[config.mk]
export PLATFORM = sky130hd
export DESIGN_NAME = bpug_seq
export DESIGN_NICKNAME = d
export VERILOG_FILES = /design/src/rtl/bpug_seq.sv
export SDC_FILE = /design/constraint.sdc
export NUM_CORES = 1
export LEC_CHECK = 0
export CAP_MARGIN = 20
export CORE_ASPECT_RATIO = 0.7
export CORE_MARGIN = 3
export CORE_UTILIZATION = 50
export DETAILED_ROUTE_END_ITERATION = 6
export PLACE_DENSITY = 0.79
export SYNTH_ARGS = -nofsm -noshare
export SYNTH_HDL_FRONTEND = slang
export SYNTH_SLANG_ARGS = --single-unit
[constraint.sdc]
create_clock -name clk -period 2.4 [get_ports clk]
set_input_delay 0.24 -clock clk [delete_from_list [all_inputs] [get_ports clk]]
set_output_delay 0.24 -clock clk [all_outputs]
set_load 0.005 [all_outputs]
[src/rtl/bpug_seq.sv]
// ============================================================================
// Module   : bpug_seq
// Purpose  : Job sequencer that streams weight and image bytes into a BPUG
//            and issues its compute/update instructions row by row.
// Revision : 1.0 - initial release
// ============================================================================
`default_nettype none

module bpug_seq #(
    parameter int WGT_BEATS = 7,
    parameter int OUT_LAT   = 2
) (
    input  logic        clk,
    input  logic        rst,
    input  logic        start,
    input  logic [3:0]  rows,
    input  logic [4:0]  op,
    input  logic [7:0]  s_data,
    input  logic        s_valid,
    output logic        s_ready,
    output logic [12:0] instruction,
    output logic [7:0]  data_out,
    output logic        bpug_en,
    output logic        bpug_sel,
    output logic        busy,
    output logic        out_valid,
    output logic        done
);

    typedef enum logic [2:0] {
        S_IDLE = 3'd0,
        S_LDW  = 3'd1,
        S_LDI  = 3'd2,
        S_CMP0 = 3'd3,
        S_CMP1 = 3'd4,
        S_UP   = 3'd5,
        S_FIN  = 3'd6
    } state_t;

    localparam logic [5:0] WGT_BEATS_W = 6'(WGT_BEATS);
    localparam logic [5:0] LDW_LAST    = 6'(8 * WGT_BEATS - 1);

    state_t              state_q, state_d;
    logic [5:0]          beat_q, beat_d;
    logic [3:0]          rows_q, rows_d;
    logic [4:0]          op_q, op_d;
    logic                first_q, first_d;
    logic [OUT_LAT-1:0]  vld_sr_q, vld_sr_d;
    logic [12:0]         instr_q, instr_d;
    logic [7:0]          data_q, data_d;
    logic                en_q, en_d;
    logic                sel_q, sel_d;
    logic                ov_q, ov_d;
    logic                done_q, done_d;
    logic                accept;
    logic                push;
    logic [2:0]          wgt_sel;

    assign s_ready = (state_q == S_LDW) || (state_q == S_LDI);
    assign busy    = (state_q != S_IDLE);
    assign accept  = s_valid && s_ready;
    assign wgt_sel = 3'(beat_q / WGT_BEATS_W);

    always_comb begin
        state_d = state_q;
        beat_d  = beat_q;
        rows_d  = rows_q;
        op_d    = op_q;
        first_d = first_q;
        instr_d = '0;
        data_d  = '0;
        en_d    = 1'b0;
        sel_d   = 1'b0;
        done_d  = 1'b0;
        push    = 1'b0;

        case (state_q)
            S_IDLE: begin
                if (start) begin
                    if (rows != 4'd0) begin
                        rows_d  = rows;
                        op_d    = op;
                        first_d = 1'b1;
                        state_d = S_LDW;
                    end else begin
                        done_d = 1'b1;
                    end
                end
            end
            S_LDW: begin
                if (accept) begin
                    en_d    = 1'b1;
                    data_d  = s_data;
                    instr_d = {wgt_sel, 2'b00, 2'b01, 1'b0, 5'd0};
                    if (beat_q == LDW_LAST) state_d = S_LDI;
                    else                    beat_d  = beat_q + 6'd1;
                end
            end
            S_LDI: begin
                if (accept) begin
                    en_d    = 1'b1;
                    sel_d   = 1'b1;
                    data_d  = s_data;
                    // Only the first pass fills the second image register.
                    instr_d = {3'd0, first_q & beat_q[3], 1'b0, 2'b10, 1'b0, 5'd0};
                    if (beat_q == (first_q ? 6'd15 : 6'd7)) begin
                        state_d = S_CMP0;
                        first_d = 1'b0;
                    end else begin
                        beat_d = beat_q + 6'd1;
                    end
                end
            end
            S_CMP0: begin
                en_d    = 1'b1;
                instr_d = {8'd0, op_q};
                push    = 1'b1;
                state_d = S_CMP1;
            end
            S_CMP1: begin
                en_d    = 1'b1;
                instr_d = {7'd0, 1'b1, op_q};
                push    = 1'b1;
                rows_d  = (rows_q != 4'd0) ? rows_q - 4'd1 : 4'd0;
                state_d = (rows_q > 4'd1) ? S_UP : S_FIN;
            end
            S_UP: begin
                en_d    = 1'b1;
                instr_d = 13'h0100;
                state_d = S_LDI;
            end
            S_FIN: begin
                // Done follows the final out_valid by one cycle.
                if (vld_sr_q == '0) begin
                    done_d  = 1'b1;
                    state_d = S_IDLE;
                end
            end
            default: state_d = S_IDLE;
        endcase

        if (state_d != state_q) beat_d = 6'd0;

        vld_sr_d    = vld_sr_q << 1;
        vld_sr_d[0] = push;
        ov_d        = vld_sr_q[OUT_LAT-1];
    end

    always_ff @(posedge clk or negedge rst) begin
        if (!rst) begin
            state_q  <= S_IDLE;
            beat_q   <= '0;
            rows_q   <= '0;
            op_q     <= '0;
            first_q  <= 1'b0;
            vld_sr_q <= '0;
            instr_q  <= '0;
            data_q   <= '0;
            en_q     <= 1'b0;
            sel_q    <= 1'b0;
            ov_q     <= 1'b0;
            done_q   <= 1'b0;
        end else begin
            state_q  <= state_d;
            beat_q   <= beat_d;
            rows_q   <= rows_d;
            op_q     <= op_d;
            first_q  <= first_d;
            vld_sr_q <= vld_sr_d;
            instr_q  <= instr_d;
            data_q   <= data_d;
            en_q     <= en_d;
            sel_q    <= sel_d;
            ov_q     <= ov_d;
            done_q   <= done_d;
        end
    end

    assign instruction = instr_q;
    assign data_out    = data_q;
    assign bpug_en     = en_q;
    assign bpug_sel    = sel_q;
    assign out_valid   = ov_q;
    assign done        = done_q;

endmodule

`default_nettype wire
# Word level (Yosys, flattened, before mapping)
# Cells that the tools add are included.
# totals
output_inout_bits,27
regBits,46
elab_cells,89
inputBits,21
# op_classes
n_addsub,2
mux,38
div_mod_pow,1
n_eq_ne,17
order_cmp,1
bitwise_logic,1
n_reduce_logical,17
# ops
op,count
13-bit one-hot mux with 5 select lines,1
6-bit 2-to-1 mux,5
3-bit 2-to-1 mux,7
3-bit one-hot mux with 7 select lines,1
4-bit 2-to-1 mux,4
8-bit 2-to-1 mux,2
13-bit 2-to-1 mux,1
"3-bit by 2-bit != test with 1-bit output, second input constant",4
6-bit one-hot mux with 2 select lines,1
1-bit 2-to-1 mux,10
10-bit 2-to-1 mux,1
5-bit AND reduction,2
"3-bit equality test, second input constant",3
4-bit one-hot mux with 2 select lines,1
4-bit nonzero test,2
"6-bit by 1-bit adder with 6-bit output, second input constant",1
"6-bit by 3-bit divider with 6-bit output, second input constant",1
"3-bit by 2-bit equality test with 1-bit output, second input constant",2
6-bit by 4-bit equality test with 1-bit output,1
"6-bit equality test, second input constant",1
"2-bit != test, second input constant",3
1-bit one-hot mux with 2 select lines,3
3-bit AND reduction,2
3-bit nonzero test,2
14 further kinds,16

# Depth between registers and ports, before layout
# Gate-level depths: netlist of run 1.
# depth
ltp_word,8
mapped_depth,10
ltp_nobuf,9

# Least setup slack after synthesis of run 1
# OpenSTA, ideal clock, no wires.
# synth_timing
path_type,flip-flop to flip-flop
startpoint,register beat_q[5]
endpoint,register instr_q[10] (netlist: instruction[10])
required_time_ps,2272
path_stages_with_launch,10
path_slack_ps,532
t_arrival_ps,1740
path_cell_list,dfrtp_1 > clkbuf_1 > nor2_1 > nand3b_1 > o21ai_0 > ha_1 > mux2i_1 > a32oi_1 > a211oi_1 > nor3_1
# synth_between
elab_chain_len,3
# synth_rtl
item,line_no,text
"start, declared",44,"logic [5:0] beat_q, beat_d;"
"start signal, assigned",165,beat_q <= beat_d;
6-bit by 3-bit divider with 6-bit output,62,assign wgt_sel = 3'(beat_q / WGT_BEATS_W);
13-bit 2-to-1 mux,91,if (accept) begin
13-bit one-hot mux with 5 select lines,77,case (state_q)
net instr_d[10],49,"logic [12:0] instr_q, instr_d;"
"end signal, assigned",170,instr_q <= instr_d;
"end, declared",49,
# The timed path passes the listed nets, and every way through them passes these cells.
# A chain may end at the register's enable or synchronous reset.

# Worst setup path after layout of run 1
# layout_timing
startpoint,register state_q[1]
endpoint,output s_ready
# layout_between
elab_chain_len,2
# layout_rtl
item,line_no,text
"start, declared",43,"state_t state_q, state_d;"
"start signal, assigned",164,state_q <= state_d;
3-bit by 1-bit equality test with 1-bit output / 3-bit by 2-bit equality test with 1-bit output (equally long branches),59,assign s_ready = (state_q == S_LDW) || (state_q == S_LDI);
1-bit logical OR *,59,
"end, declared",20,"output logic s_ready,"
# Every way passes the cells marked *; elsewhere a longest branch is shown, timed or not.

==> impl_results.md, run 1 <==
* Critical path required time at around 2200 ps
* DR vias/cell at 5.51
* Gate count of the mapped netlist at roughly 220
* # DRC at 0
* Critical path startpoint category: flip-flop
* CTS H-tree depth at 2
* Worst Tran Pin Value at slightly below 600 ps
* Syn Nets at ~240
* Final setup margin at around 200 ps
* Routed len/inst at 15.3 um
* R2R setup slack at 220 ps
* Crit end category: output port
* Final wirelength at a little under 5000 um
* Max_slew headroom at between 60% and 70%
* Initial antenna violation count at 0
* Post-synth EDFFs at 0
* Detailed router's first-iteration violation count at 84
* Critical path fanouts, max at 15
* Setup TNS at 0 ps
* Die Span Y at approximately 60 um
* Pin count of the biggest net entering global routing at 23
* Final #Nets at roughly 290
* Global Route Usage Sum at about 20%
* Ys flop type: dfrtp_1
* Combinational family with the most area after synthesis: simple AND/OR/NAND/NOR gates
* Layout cells sized above 1 at under 10%
* DIE WIDTH at ~85 um
* Post-Syn Area per Cell at around 10 sq um
* Ant diodes at 0
* Leakage at 1.25 nW
* Dpl ws at just over 200 ps
* Outcome: completed
* Buffers added on ports at 47
* Maxcap violations at 0
* Post-Synth XOR/XNOR Area at about 1.6%
* Peak VDD IR at roughly 670 uV
* Simple-Gate Fraction of Synth Area at between 20 and 30%
* RePlAce Congestion at 0.844
* Final setup viols at 0
* WHS Path Cells at 0
* Reg2reg end: instruction[10]$_DFF_PN0_
* Yosys cell types at a little under 50
* Final Skew at between 4 and 5 ps
* Final global-route overflow total at 0
* Final hold vios at 0
* Tmin final at between 2000 and 2500 ps
* Finished Layout Cells at about 320
* CTS max path bufs at 2
* Pwr Density at between 900 and 1000 nW/um^2
* Reg clk slew, reported paths at about 90 ps
* First-pass GRT wire length at 7890 um
* CTS tree: done
* Clock latency on the worst-skew pair at roughly 300 ps
* CTS Buf Count at 5
* Number of global-route vias before repair at 1611
* DPL Wire Length at 3530 um
* R2R depth at 9
* Max-slew violations at 0
* Synth-to-layout area growth at 29.7%
* Critical path arrival at 1960 ps
* Mux contribution to synthesized area at under 10%
* Sequential area share after synthesis at between 50% and 60%
* Drt first pass iters at 4
* Number of synthesized register bits at 45
* Postcts setup bufs at 0
* Mapped cell area at 2180 sq um
* Post-route clock period utilization at around 92%
* Achievable Freq at between 0.4 and 0.5 GHz
* YS warnings at 0
* Async SR Flop Fraction at 100%
* Compound-Gate Fraction of Synth Area at about 14%
* Final ANT Viol Nets at 0
* Fin Hold WS at between 400 and 500 ps
* Reg2reg start: beat_q[4]$_DFFE_PN0P_
* End of the worst hold path: vld_sr_q[1]$_DFF_PN0_
* Initial core utilization at 53.6%
* Full die area at 5200 sq um
* DR vias at approximately 1800
* Adder-cell share of the synthesized area at ~3.3%
* Hold WC Path Type: flip-flop to flip-flop
* Unrepaired setup endpoints after global routing: no
* I/O Pins at 48
* Inst Count DP at around 310
* Core Footprint at between 4000 and 5000 sq um
* Hold path start: vld_sr_q[0]$_DFF_PN0_
* Worst Setup Path Type: flip-flop to output port
* Root buf cell: clkbuf_8
* Rows at 19
* Util after Layout at a little over two thirds
* TritonCTS Sinks at between 40 and 50
==> repair_timing <==
item                                   CTS  global route
endpoints found under the hold margin   20             0
setup endpoints to repair                0             1
hold buffers                             1             0
gates resized for setup                  0             1
==> how the worst max path moves through the flow <==
stage	startpoint	to	slack (ps)
floorplan	beat_q[5]$_DFFE_PN0P_	instruction[10]$_DFF_PN0_	530
global placement	beat_q[4]$_DFFE_PN0P_	instruction[10]$_DFF_PN0_	420
detailed placement	beat_q[4]$_DFFE_PN0P_	instruction[10]$_DFF_PN0_	210
CTS	beat_q[4]$_DFFE_PN0P_	instruction[10]$_DFF_PN0_	200
global route	state_q[1]$_DFF_PN0_	s_ready	60
finish	state_q[1]$_DFF_PN0_	s_ready	200
==> cells in the final DEF, fill, tap and decap left out, types with 3 or more instances in the layout <==
cell	netlist	final
nand2_1	31	31
xor2_1	3	3
nor3_1	7	7
ha_1	5	5
clkbuf_8	0	5
nor3b_1	3	3
and3_1	3	3
and2_1	17	17
a32oi_1	4	4
inv_1	4	4
dfrtp_1	45	44
o21a_1	3	3
nand2b_1	7	7
nor2_1	13	13
a21oi_1	8	8
mux2i_1	3	3
nand3_1	6	6
buf_4	1	5
clkdlybuf4s50_1	0	46
o21ai_0	12	12
==> power by group <==
part | internal, mW | leakage (nW) | switching [mW]
Combinational | 0.468 | 0.600 | 0.448
Sequential | 0.954 | 0.594 | 0.203
Clock | 0.313 | 0.0554 | 0.258
Total | 1.74 | 1.25 | 0.909
==> stage by stage <==
stage	total power [mW]	area [sq um]
3_5_place_dp	2.07	2700
5_1_grt	2.83	2830
6_report	2.64	2830
2_1_floorplan	1.65	2180
3_3_place_gp	2.05	2700
4_1_cts	2.66	2830
==> kinds of logic after synthesis <==
| logic type | after synthesis |
|---|---|
| fa+ha+maj | 6 |
| xor+xnor | 4 |
| simple gates | 103 |
| compound gates | 43 |
| flops | 45 |
| buf+inv | 14 |
| mux | 3 |
==> worst max-delay path, stage by stage (launching register included) <==
cell	delay, ps
dfrtp_1	560
nand2b_1	360
a21oi_1	210
clkdlybuf4s50_1	520
==> flip-flops by register name, summed over array words and instances, names as in the netlist, 2 cells and up <==
signal	cells
state_q	3
data_out	8
vld_sr_q	2
beat_q	6
instruction	12
op_q	5
rows_q	4
==> final cells by class <==
type	count	area, sq um
fillers	292	1240
flip-flops and latches	45	1130
multi-input cells	159	995
repair buffers	53	513
clock buffers	6	72.6
well taps	52	65.1
clock inverters	2	38.8
inverters	4	15.0
==> layer usage <==
layer,up-vias,GRT usage [%],part of all wire [%]
met2,74,28.4,42
met3,7,6.02,7.0
met5,-,0,0
met4,0,5.87,1.1
met1,832,29.6,50
li1,855,-,-
==> cells in the mapped netlist (2+ instances only) <==
cell type  number  area share [%]
nor3_1          7             1.6
a32oi_1         4             1.6
xor2_1          3             1.2
inv_1           4            0.69
a211oi_1        2            0.69
clkbuf_1        7             1.2
and3_1          3            0.86
o21a_1          3             1.0
nor4_1          2            0.57
buf_2           2            0.46
nand4_1         2            0.57
ha_1            5             2.9
and2_1         17             4.9
dfrtp_1        45              52
nand3b_1        2            0.69
o21ai_0        12             2.8
nand2b_1        7             2.0
nand2_1        31             5.3
nor3b_1         3             1.0
mux2i_1         3             1.4
nor2b_1         2            0.57
nor2_1         13             2.2
a21oi_1         8             1.8
nand3_1         6             1.4
No activity file was read; power rests on OpenSTA's default activity.
==> inputs of run 2 (changes only) <==
--- a/config.mk
+++ b/config.mk
@@ -5,12 +5,14 @@
 export SDC_FILE = /design/constraint.sdc
 export NUM_CORES = 1
 export LEC_CHECK = 0
+export ABC_AREA = 0
 export CAP_MARGIN = 20
 export CORE_ASPECT_RATIO = 0.7
 export CORE_MARGIN = 3
-export CORE_UTILIZATION = 50
+export CORE_UTILIZATION = 45
 export DETAILED_ROUTE_END_ITERATION = 6
-export PLACE_DENSITY = 0.79
+export PLACE_DENSITY = 0.75
+export SLEW_MARGIN = 10
 export SYNTH_ARGS = -nofsm -noshare
 export SYNTH_HDL_FRONTEND = slang
 export SYNTH_SLANG_ARGS = --single-unit
==> constraint.sdc (replaced) <==
create_clock -name clk -period 1.84 [get_ports clk]
set_input_delay 0.184 -clock clk [delete_from_list [all_inputs] [get_ports clk]]
set_output_delay 0.184 -clock clk [all_outputs]
set_load 0.005 [all_outputs]
==> impl_results.md, run 2 (same netlist as run 1, synthesis figures left out) <==
* Outcome: completed
* Routed len/inst at between 10 and 15 um
* Crit path buffers/inverters at 0
* Met3 Use GR at under 10%
* Slowest stage delay, CP at between 400 and 500 ps
* Combinational share of power at between 40% and 50%
* Sequential power share at a little under 40%
* Internal power at 2.30 mW
* Critical path required time at 2040 ps
* # DRC at 0
* Root buf cell: clkbuf_8
* Pin count of the biggest net entering global routing at 20
* Most frequent cells in the layout: clkdlybuf4s50_1, dfrtp_1, buf_4, nand2_1, and2_1
* Tmin final at ~1800 ps
* Number of global-route vias before repair at around 1700
* Buffers added on ports at 47
* CP Cell Sequence: nand2_2 -> nor2_1 -> nand3b_1 -> o21ai_1 -> ha_2 -> mux2i_1 -> nand3_1 -> a211oi_2 -> nor3_2
* CTS H-tree depth at 2
* Family with the most delay on the worst path: flip-flops
* CTS tree: done
* Fin Hold WS at ~290 ps
* Reg clk slew, reported paths at ~90 ps
* Final #Nets at 321
* Peak VDD IR at 711 uV
* Overall power at ~3.6 mW
* Core Footprint at approximately 4500 sq um
* First-pass GRT wire length at between 8000 and 9000 um
* Met2 usage at between 20% and 30%
* Synth-to-layout area growth at 40.4%
* Full die area at 5730 sq um
* Finished Layout Cells at ~350
* Clock power share at between 10% and 20%
* Inst Count DP at about 330
* Hold WC Path Type: input port to asynchronous set/reset pin
* Clock latency on the worst-skew pair at about 310 ps
* Leakage at 1.38 nW
* Max reg flops at 12
* Leading cell type in the layout, fill and taps excluded: clkdlybuf4s50_1
* Final ANT Viol Nets at 0
* Final setup viols at 0
* TritonCTS Sinks at 45
* Initial antenna violation count at 0
* Initial core utilization at about half
* Rows at 20
* Max-slew violations at 0
* DR vias at 1848
* Busiest layer in global routing: met1
* Critical path arrival at 1950 ps
* Final hold vios at 0
* Global Route Usage Sum at between 10% and 20%
* Pwr Density at 1160 nW/um^2
* I/O Pins at 48
* CTS Buf Count at 5
* Max_slew headroom at between 60 and 70%
* Area after DPL at ~2800 sq um
* Worst Setup Path Type: flip-flop to flip-flop
* Final Skew at approximately 11 ps
* Crit end category: flip-flop
* Critical path startpoint category: flip-flop
* Slowest-stage cell, CP: dfrtp_2
* Finished Cell Area at 3060 sq um
* Final wirelength at approximately 5000 um
* Worst Tran Pin Value at between 400 and 500 ps
* RePlAce Congestion at 0.858
* Unrepaired setup endpoints after global routing: yes
* Drt first pass iters at 4
* Sw frac at 35.3%
* Critical path fanouts, max at 5
* Maxcap violations at 0
* CTS max path bufs at 2
* Achievable Freq at 0.570 GHz
* Final global-route overflow total at 0
* Setup TNS at 0 ps
* DR vias/cell at roughly 5.3
* Ant diodes at 0
* Detailed router's first-iteration violation count at between 150 and 200
* Die Span Y at 64.2 um
* Post-route clock period utilization at ~95%
* DPL Wire Length at between 3000 and 4000 um
* Met1 usage at between 20 and 30%
* Switching pwr at 1.25 mW
* DIE WIDTH at roughly 89 um
* Layout cells sized above 1 at between 20% and 30%
## run 2: layer usage
layer,vias to the layer above,wire (um)
met2,80,1960
met3,8,399
met1,849,2580
met4,0,72
li1,911,-
met5,-,0
## run 2: cell type report
cell class	instances	area (sq um)
clock buffer	5	68.8
clock inverter	3	25.0
fill	343	1440
inverter	4	15.0
multi-input combinational	159	1030
sequential	45	1130
tap	55	68.8
timing repair buffer	80	717
## run 2: worst paths after layout
| kind | start | slack (ps) | cells past startpoint | end |
|---|---|---|---|---|
| max | beat_q[3]$_DFFE_PN0P_ | 90 | 9 | instruction[10]$_DFF_PN0_ |
| min | rst | 290 | 2 | instruction[0]$_DFF_PN0_ |
| max reg2reg | beat_q[3]$_DFFE_PN0P_ | 90 | 9 | instruction[10]$_DFF_PN0_ |
| min reg2reg | vld_sr_q[0]$_DFF_PN0_ | 410 | 0 | vld_sr_q[1]$_DFF_PN0_ |
| max in group asynchronous | rst | 940 | 3 | beat_q[0]$_DFFE_PN0P_ |
| min in group clk | op[0] | 390 | 3 | op_q[0]$_DFFE_PN0P_ |
## run 2: power by group through the flow
stage / logic, mW / registers (mW) / clock network (mW)
3_3_place_gp: 1.33 / 1.46 / 0
4_1_cts: 1.45 / 1.41 / 0.662
5_1_grt: 1.65 / 1.45 / 0.706
2_1_floorplan: 0.747 / 1.41 / 0
6_report: 1.49 / 1.42 / 0.648
3_5_place_dp: 1.36 / 1.46 / 0
## run 2: repair_timing
item	4_1_cts	5_1_grt
setup endpoints to repair	6	6
hold buffers	1	0
pin swaps	2	5
setup buffers	3	6
hold endpoints to repair	14	0
gates resized for setup	8	9
## run 2: stage by stage
stage	util, %	worst slack, ps
floorplan	-	0.234
global placement	63.2	-14.7
detailed placement	63.2	-53.2
CTS	66.4	8.23
global route	67.9	-39.5
finish	67.9	86.4
